`config.mk`:
```
export PLATFORM = sky130hd
export DESIGN_NAME = serial_link_gen
export DESIGN_NICKNAME = d
export VERILOG_FILES = /design/src/rtl/serial_link_gen.sv
export SDC_FILE = /design/constraint.sdc
export NUM_CORES = 1
export LEC_CHECK = 0
export BUFFER_PORTS_ARGS = -buffer_cell sky130_fd_sc_hd__buf_2
export CAP_MARGIN = 20
export CELL_PAD_IN_SITES_DETAIL_PLACEMENT = 1
export CELL_PAD_IN_SITES_GLOBAL_PLACEMENT = 1
export CORE_MARGIN = 10
export CORE_UTILIZATION = 42
export DETAILED_ROUTE_END_ITERATION = 10
export GPL_ROUTABILITY_DRIVEN = 0
export PLACE_DENSITY_LB_ADDON = 0.1
export SLEW_MARGIN = 10
export SYNTH_ARGS = -nofsm -noshare
export SYNTH_HDL_FRONTEND = slang
export SYNTH_SLANG_ARGS = --single-unit
```
`constraint.sdc`:
```
create_clock -name clk -period 2.1 [get_ports clk]
set_input_delay 0.42 -clock clk [delete_from_list [all_inputs] [get_ports clk]]
set_output_delay 0.42 -clock clk [all_outputs]
set_load 0.02 [all_outputs]
```
`src/rtl/serial_link_gen.sv`:
```
// rtl/serial_link_gen.sv - parametrised link-port shift-register transceiver (SB/SC registers)
// Optional macro SERIAL_LINK_FAST_EN: SC bit1 becomes writable and selects DIV_FAST.
module serial_link_gen #(
   parameter int WIDTH    = 8,
   parameter int DIV_NORM = 256,
   parameter int DIV_FAST = 8
) (
   input  logic             clk,
   input  logic             nreset,
   input  logic             sel_sb,
   input  logic             sel_sc,
   input  logic             cpu_wr,
   input  logic             cpu_rd,
   input  logic [WIDTH-1:0] din,
   output logic [WIDTH-1:0] dout,
   input  logic             sck_in,
   input  logic             sin_in,
   output logic             sck_out,
   output logic             sck_dir,
   output logic             ser_out,
   output logic             int_serial
);
   localparam int DMAX = (DIV_NORM > DIV_FAST) ? DIV_NORM : DIV_FAST;
   localparam int DW   = $clog2(DMAX + 1);
   localparam int CW   = $clog2(WIDTH + 1);

   typedef enum logic [1:0] {IDLE, RUN_LO, RUN_HI} state_t;

   state_t           state, state_nx;
   logic [WIDTH-1:0] sb;
   logic             sc_start, sc_clksel, speed_rd;
   logic [CW-1:0]    cnt;
   logic [DW-1:0]    div_cnt, phase_div, wr_div, cur_div;
   logic [2:0]       sck_sync;
   logic             ext_rise, ext_fall, phase_end;
   logic             shift_en, out_en, done;
   logic             sc_wr, sb_wr;
   logic [7:0]       sc_val;

   assign sc_wr = cpu_wr & sel_sc;
   assign sb_wr = cpu_wr & sel_sb & (state == IDLE);

`ifdef SERIAL_LINK_FAST_EN
   logic sc_speed;
   always_ff @(posedge clk or negedge nreset) begin
      if (!nreset)
         sc_speed <= 1'b0;
      else if (sc_wr)
         sc_speed <= din[1];
   end
   assign speed_rd = sc_speed;
   assign wr_div   = din[1]   ? DW'(DIV_FAST) : DW'(DIV_NORM);
   assign cur_div  = sc_speed ? DW'(DIV_FAST) : DW'(DIV_NORM);
`else
   assign speed_rd = 1'b1;
   assign wr_div   = DW'(DIV_NORM);
   assign cur_div  = DW'(DIV_NORM);
`endif

   // sck_sync[1:0] is the synchroniser, sck_sync[2] the previous synchronised level
   always_ff @(posedge clk or negedge nreset) begin
      if (!nreset)
         sck_sync <= 3'b111;
      else
         sck_sync <= {sck_sync[1:0], sck_in};
   end
   assign ext_rise  = sck_sync[1] & ~sck_sync[2];
   assign ext_fall  = ~sck_sync[1] & sck_sync[2];
   assign phase_end = (div_cnt == (phase_div - DW'(1)));

   always_ff @(posedge clk or negedge nreset) begin
      if (!nreset)
         state <= IDLE;
      else
         state <= state_nx;
   end

   always_comb begin
      state_nx = state;
      shift_en = 1'b0;
      out_en   = 1'b0;
      done     = 1'b0;
      if (state != IDLE) begin
         if (sc_clksel) begin
            if (phase_end) begin
               if (state == RUN_LO) begin
                  state_nx = RUN_HI;
                  shift_en = 1'b1;
               end else if (cnt == '0) begin
                  state_nx = IDLE;
                  done     = 1'b1;
               end else begin
                  state_nx = RUN_LO;
                  out_en   = 1'b1;
               end
            end
         end else if (ext_rise) begin
            shift_en = 1'b1;
            if (cnt <= CW'(1)) begin
               state_nx = IDLE;
               done     = 1'b1;
            end else begin
               state_nx = RUN_HI;
            end
         end else if (ext_fall) begin
            state_nx = RUN_LO;
            out_en   = 1'b1;
         end
      end
      // A CPU write to SC overrides whatever the shifter decided this cycle
      if (sc_wr)
         state_nx = din[7] ? RUN_LO : IDLE;
   end

   always_comb begin
      sck_out = ~(sc_clksel && (state == RUN_LO));
      sck_dir = sc_clksel;
      sc_val  = {sc_start, 5'b11111, speed_rd, sc_clksel};
      dout    = '0;
      if (cpu_rd && sel_sb)
         dout = sb;
      else if (cpu_rd && sel_sc)
         dout = WIDTH'(sc_val);
   end

   always_ff @(posedge clk or negedge nreset) begin
      if (!nreset) begin
         sb         <= '0;
         sc_start   <= 1'b0;
         sc_clksel  <= 1'b0;
         cnt        <= '0;
         div_cnt    <= '0;
         phase_div  <= DW'(DIV_NORM);
         ser_out    <= 1'b1;
         int_serial <= 1'b0;
      end else begin
         int_serial <= done;
         if (sc_wr) begin
            sc_start  <= din[7];
            sc_clksel <= din[0];
            if (din[7]) begin
               cnt       <= CW'(WIDTH);
               div_cnt   <= '0;
               phase_div <= wr_div;
               ser_out   <= sb[WIDTH-1];
            end
         end else begin
            if (done)
               sc_start <= 1'b0;
            if ((state != IDLE) && sc_clksel) begin
               if (phase_end) begin
                  div_cnt   <= '0;
                  phase_div <= cur_div;
               end else begin
                  div_cnt <= div_cnt + DW'(1);
               end
            end
            if (shift_en) begin
               sb  <= {sb[WIDTH-2:0], sin_in};
               cnt <= (cnt == '0) ? '0 : cnt - CW'(1);
            end
            if (out_en)
               ser_out <= sb[WIDTH-1];
         end
         if (sb_wr)
            sb <= din;
      end
   end
endmodule
```
# Word level (Yosys, flattened, before mapping)
# Cells that the tools add are included.
# word_totals
register_bits,39
input_bits,16
out_inout_bits,12
elab_cells,99
# op_classes
add_sub_neg,3
n_lt_le_gt_ge,1
n_eq_ne,5
mux,51
bitwise,8
reduce_logical,21
# op_table
cell,count
9-bit 2-to-1 mux,8
8-bit 2-to-1 mux,5
1-bit 2-to-1 mux,26
2-bit 2-to-1 mux,8
4-bit 2-to-1 mux,4
2-bit nonzero test,8
"9-bit by 1-bit adder with 9-bit output, second input constant",1
9-bit == test,1
"9-bit by 1-bit subtractor with 9-bit output, second input constant",1
2-bit AND reduction,4
3-bit AND reduction,2
1-bit AND,5
"4-bit by 1-bit less-or-equal comparator with 1-bit output, second input constant",1
1-bit logical AND,4
4-bit zero test,1
4-bit nonzero test,1
"4-bit by 1-bit subtractor with 4-bit output, second input constant",1
"3-bit by 1-bit != test with 1-bit output, second input constant",1
1-bit inverter,3
"2-bit by 1-bit == test with 1-bit output, second input constant",1
2-bit zero test,1
"2-bit by 1-bit != test with 1-bit output, second input constant",1
"2-bit != test, second input constant",1

# Depth between registers and ports, before layout
# depth
word_depth,8
ltp_mapped,6
ltp_nobuf,5

# Worst setup path before layout
# Ideal clock, no wire load.
# synth_path
path_type,register -> register
startpoint,"reg sc_clksel, in the netlist sck_dir"
endpoint,reg cnt[1]
setup_time_ns,0.136
arrival_time_ns,1.670
required_time_ns,1.964
slack_ns,0.295
path_stages_with_launch,7
n_path_buf,2
period_less_slack_ns,1.805
cell_sequence,dfrtp_1 > clkbuf_2 > nand3b_1 > o31ai_1 > and2_1 > buf_2 > o211ai_1
# synth_between
elab_chain_len,4
# synth_lines
item,line_no,rtl
start: declaration,31,"logic sc_start, sc_clksel, speed_rd;"
start signal: assignment,140,sc_clksel <= din[0];
1-bit 2-to-1 mux,84,if (sc_clksel) begin
1-bit 2-to-1 mux,83,if (state != IDLE) begin
2-bit nonzero test (no source line),n/a,
2-bit AND reduction (no source line),n/a,
end signal: assignment,142,cnt <= CW'(WIDTH);
end signal: assignment,160,cnt <= (cnt == '0) ? '0 : cnt - CW'(1);
end: declaration,32,logic [CW-1:0] cnt;
# No other way between the ends.
# A chain may end at the register's enable or synchronous reset.

# Worst setup path in the final report
# layout_path
startpoint,reg div_cnt[4]
endpoint,reg state[0]
# layout_between
elab_chain_len,3
# layout_lines
item,line_no,rtl
start: declaration,33,"logic [DW-1:0] div_cnt, phase_div, wr_div, cur_div;"
start signal: assignment,155,div_cnt <= div_cnt + DW'(1);
9-bit == test,69,assign phase_end = (div_cnt == (phase_div - DW'(1)));
3-bit by 1-bit != test with 1-bit output (no source line),n/a,
3-bit AND reduction (no source line),n/a,
end signal: assignment,75,state <= state_nx;
end: declaration,29,"state_t state, state_nx;"
# No other way between the ends.

==> results.sh <==
export IMPL_yosys_warnings=0
export IMPL_async_flop_share_pct=100
export IMPL_clk_pin_slew_ns=0.06
export IMPL_start_util_pct=44.5
export IMPL_design_area_sq_um=2000
export IMPL_vias=1611
export IMPL_io_pins=28
export IMPL_sw_frac_of_total_pct=38.6
export IMPL_max_slew_margin_pct=54.9
export IMPL_coreArea_sq_um=3770
export IMPL_numPortBuffers=27
export IMPL_p_int_mw=1.33
export IMPL_worst_setup_path_end_kind="register"
export IMPL_grt_first_pass_wirelength_um=8690
export IMPL_fp_dieW_um=83.2
export IMPL_cts_tree="yes"
export IMPL_yosysSeqAreaShare_pct=45.0
export IMPL_die_area_sq_um=6930
export IMPL_grt_overflow_total=0
export IMPL_finalPower_mw=2.17
export IMPL_rsz0062_at_grt="false"
export IMPL_syn_cell_area_sq_um=1680
export IMPL_fmax_mhz=531
export IMPL_startpoint_type="register"
export IMPL_dp_hpwl_um=3860
export IMPL_stdcell_count=273
export IMPL_dr_pass1_iters=4
export IMPL_cts_root_buf="clkbuf_8"
export IMPL_r2r_end="state[0]"
export IMPL_cp_max_fo=8
export IMPL_p_leak_nw=0.873
export IMPL_synth_flop_cell="dfrtp_1"
export IMPL_drt_wl_total_um=5100
export IMPL_slowest_stage="or4_4"
export IMPL_peakVddDrop_mv=0.546
export IMPL_drc=0
export IMPL_viasPerCell=5.90
export IMPL_seqPwrFrac_pct=44.6
export IMPL_placed_cells=265
export IMPL_period_needed_ns=1.88
export IMPL_finalSetupViolCount=0
export IMPL_drt_iter0_drc=85
export IMPL_syn_num_nets=206
export IMPL_finalCritPeriodShare_pct=89.7
export IMPL_layout_nets=241
export IMPL_power_density_nw_per_um2=1080
export IMPL_cts_num_sinks=30
export IMPL_crit_buf_inv=1
export IMPL_synth_area_top_cells="dfrtp_1 (39%), nand2_1 (8.0%), dfstp_2 (6.3%)"
export IMPL_comb_power_share_pct=33.3
export IMPL_fin_skew_ns=0.00487
export IMPL_drive_gt1_share_pct=24.0
export IMPL_yosysMostFrequentCell="nand2_1"
export IMPL_r2r_slack_ns=0.22
export IMPL_wl_per_cell_um=18.7
export IMPL_rows=22
export IMPL_worst_slew_pin_slew_ns=0.677
export IMPL_tns_ns=0
export IMPL_clk_latency_ns=0.28
export IMPL_synth_edf_count=0
export IMPL_synth_top_cell_by_area="dfrtp_1"
export IMPL_postPlaceCellArea_sq_um=1910
export IMPL_syn_inst=189
export IMPL_synth_top_area_share_pct=38.7
export IMPL_finalWorstSetupSlack_ns=0.216
export IMPL_max_stage_delay_ns=0.55
export IMPL_grt_pass1_vias=1737
export IMPL_htree_levels=2
export IMPL_n_antenna_cell=0
export IMPL_syn_mean_instance_area_sq_um=8.88
export IMPL_antenna_found_initial=0
export IMPL_min_path_type="input pin to asynchronous set/reset pin"
export IMPL_synth_cell_types=48
export IMPL_critPathTopFamily="simple AND/OR/NAND/NOR gates"
export IMPL_yosys_top_cells_count="nand2_1 (36), dfrtp_1 (26), nand3_1 (15)"
export IMPL_hold_viol_final=0
export IMPL_grt_use_total_pct=14.7
export IMPL_startpoint="div_cnt[4]"
export IMPL_cts_hold_buf=0
export IMPL_die_h_um=83.2
export IMPL_pre_cts_ws_ns=-0.0462
export IMPL_cp_required_ns=2.29
export IMPL_r2r_start="div_cnt[4]"
export IMPL_critPathArrivalTime_ns=2.07
export IMPL_switchingPower_mw=0.839
export IMPL_syn2layout_area_growth_pct=19.4
export IMPL_grt_start_max_net_pins=31
export IMPL_path_cells="nand4_2 -> buf_4 -> or4_4 -> o21a_1 -> o31ai_2"
export IMPL_drv_cap=0
export IMPL_ant_nets=0
export IMPL_cts_setup_buffers=0
export IMPL_path_class="register to register"
export IMPL_rr_worst_depth=5
export IMPL_cts_buffer_depth=2
export IMPL_clock_power_share_pct=22.1
export IMPL_drv_slew=0
export IMPL_numCtsBuffers=5
export IMPL_synth_seq_cells=30
export IMPL_status="finished, final reports clean"
==> sequential cells by signal (all words and copies together) (netlist names) <==
register and flops:
int_serial 1, div_cnt 9, sck_sync 3, sb 8, sc_start 1, cnt 4
ser_out 1, state 2, sck_dir 1
==> stage by stage <==
step / hold slack (ns) / util [%]
6_report: 0.172 / 53.2
5_1_grt: 0.228 / 53.2
3_5_place_dp: 0.348 / 50.6
4_1_cts: 0.207 / 53.1
2_1_floorplan: 0.124 / -
3_3_place_gp: 0.351 / 50.6
==> cells by family (layout without fill, tap and decap cells) <==
logic type	Yosys count	count (layout)	share of synthesized area (%)
simple gates	89	89	27.1
compound gates	55	55	23.1
flops	30	30	45.0
buf+inv	12	48	2.91
fa+ha+maj	1	1	0.745
xor+xnor	1	1	0.522
mux	1	1	0.596
==> power by group through the flow <==
stage / clock network, mW / registers, mW / logic, mW
detailed placement: 0 / 0.975 / 0.721
finish: 0.481 / 0.969 / 0.723
global route: 0.520 / 0.998 / 0.818
global placement: 0 / 0.951 / 0.674
CTS: 0.487 / 0.967 / 0.732
floorplan: 0 / 0.933 / 0.481
==> how the worst max path moves through the flow <==
stage,end,slack [ns],cells past startpoint
floorplan,cnt[1],0.29,6
global placement,sb[3],0.08,5
detailed placement,cnt[1],-0.05,5
CTS,cnt[1],0.13,4
global route,div_cnt[7],0.10,6
finish,state[0],0.22,5
==> layer usage <==
metal  vias up  track usage, %  part of all wire [%]
met5         -               0                     0
met4         0            4.62                   1.5
met3        10            3.03                   4.2
met2        40            24.7                    48
met1       797            18.3                    47
li1        764               -                     -
==> cell usage in the layout, fill, tap and decap left out, types with 4 or more instances in the layout <==
cell type and count:
nand2_1 36, nor2_1 8, buf_4 9, dfstp_2 4, nand3_1 15, buf_2 27
o21ai_0 12, a21boi_0 6, clkbuf_8 6, dfrtp_1 26, nor2b_1 4, a21oi_1 5
inv_1 4, o211ai_1 10
==> area by class of cell <==
class	instances	area, sq um
tap	48	60.1
timing repair buffer	36	203
fill	472	1770
sequential	30	756
clock buffer	8	90.1
multi-input combinational	147	881
inverter	4	15.0
==> what timing repair did <==
action / 4_1_cts / 5_1_grt
hold endpoints to repair: 0 / 0
resized for setup: 1 / 1
endpoints found under the setup margin: 10 / 5
(Power assumes the default switching activity.)
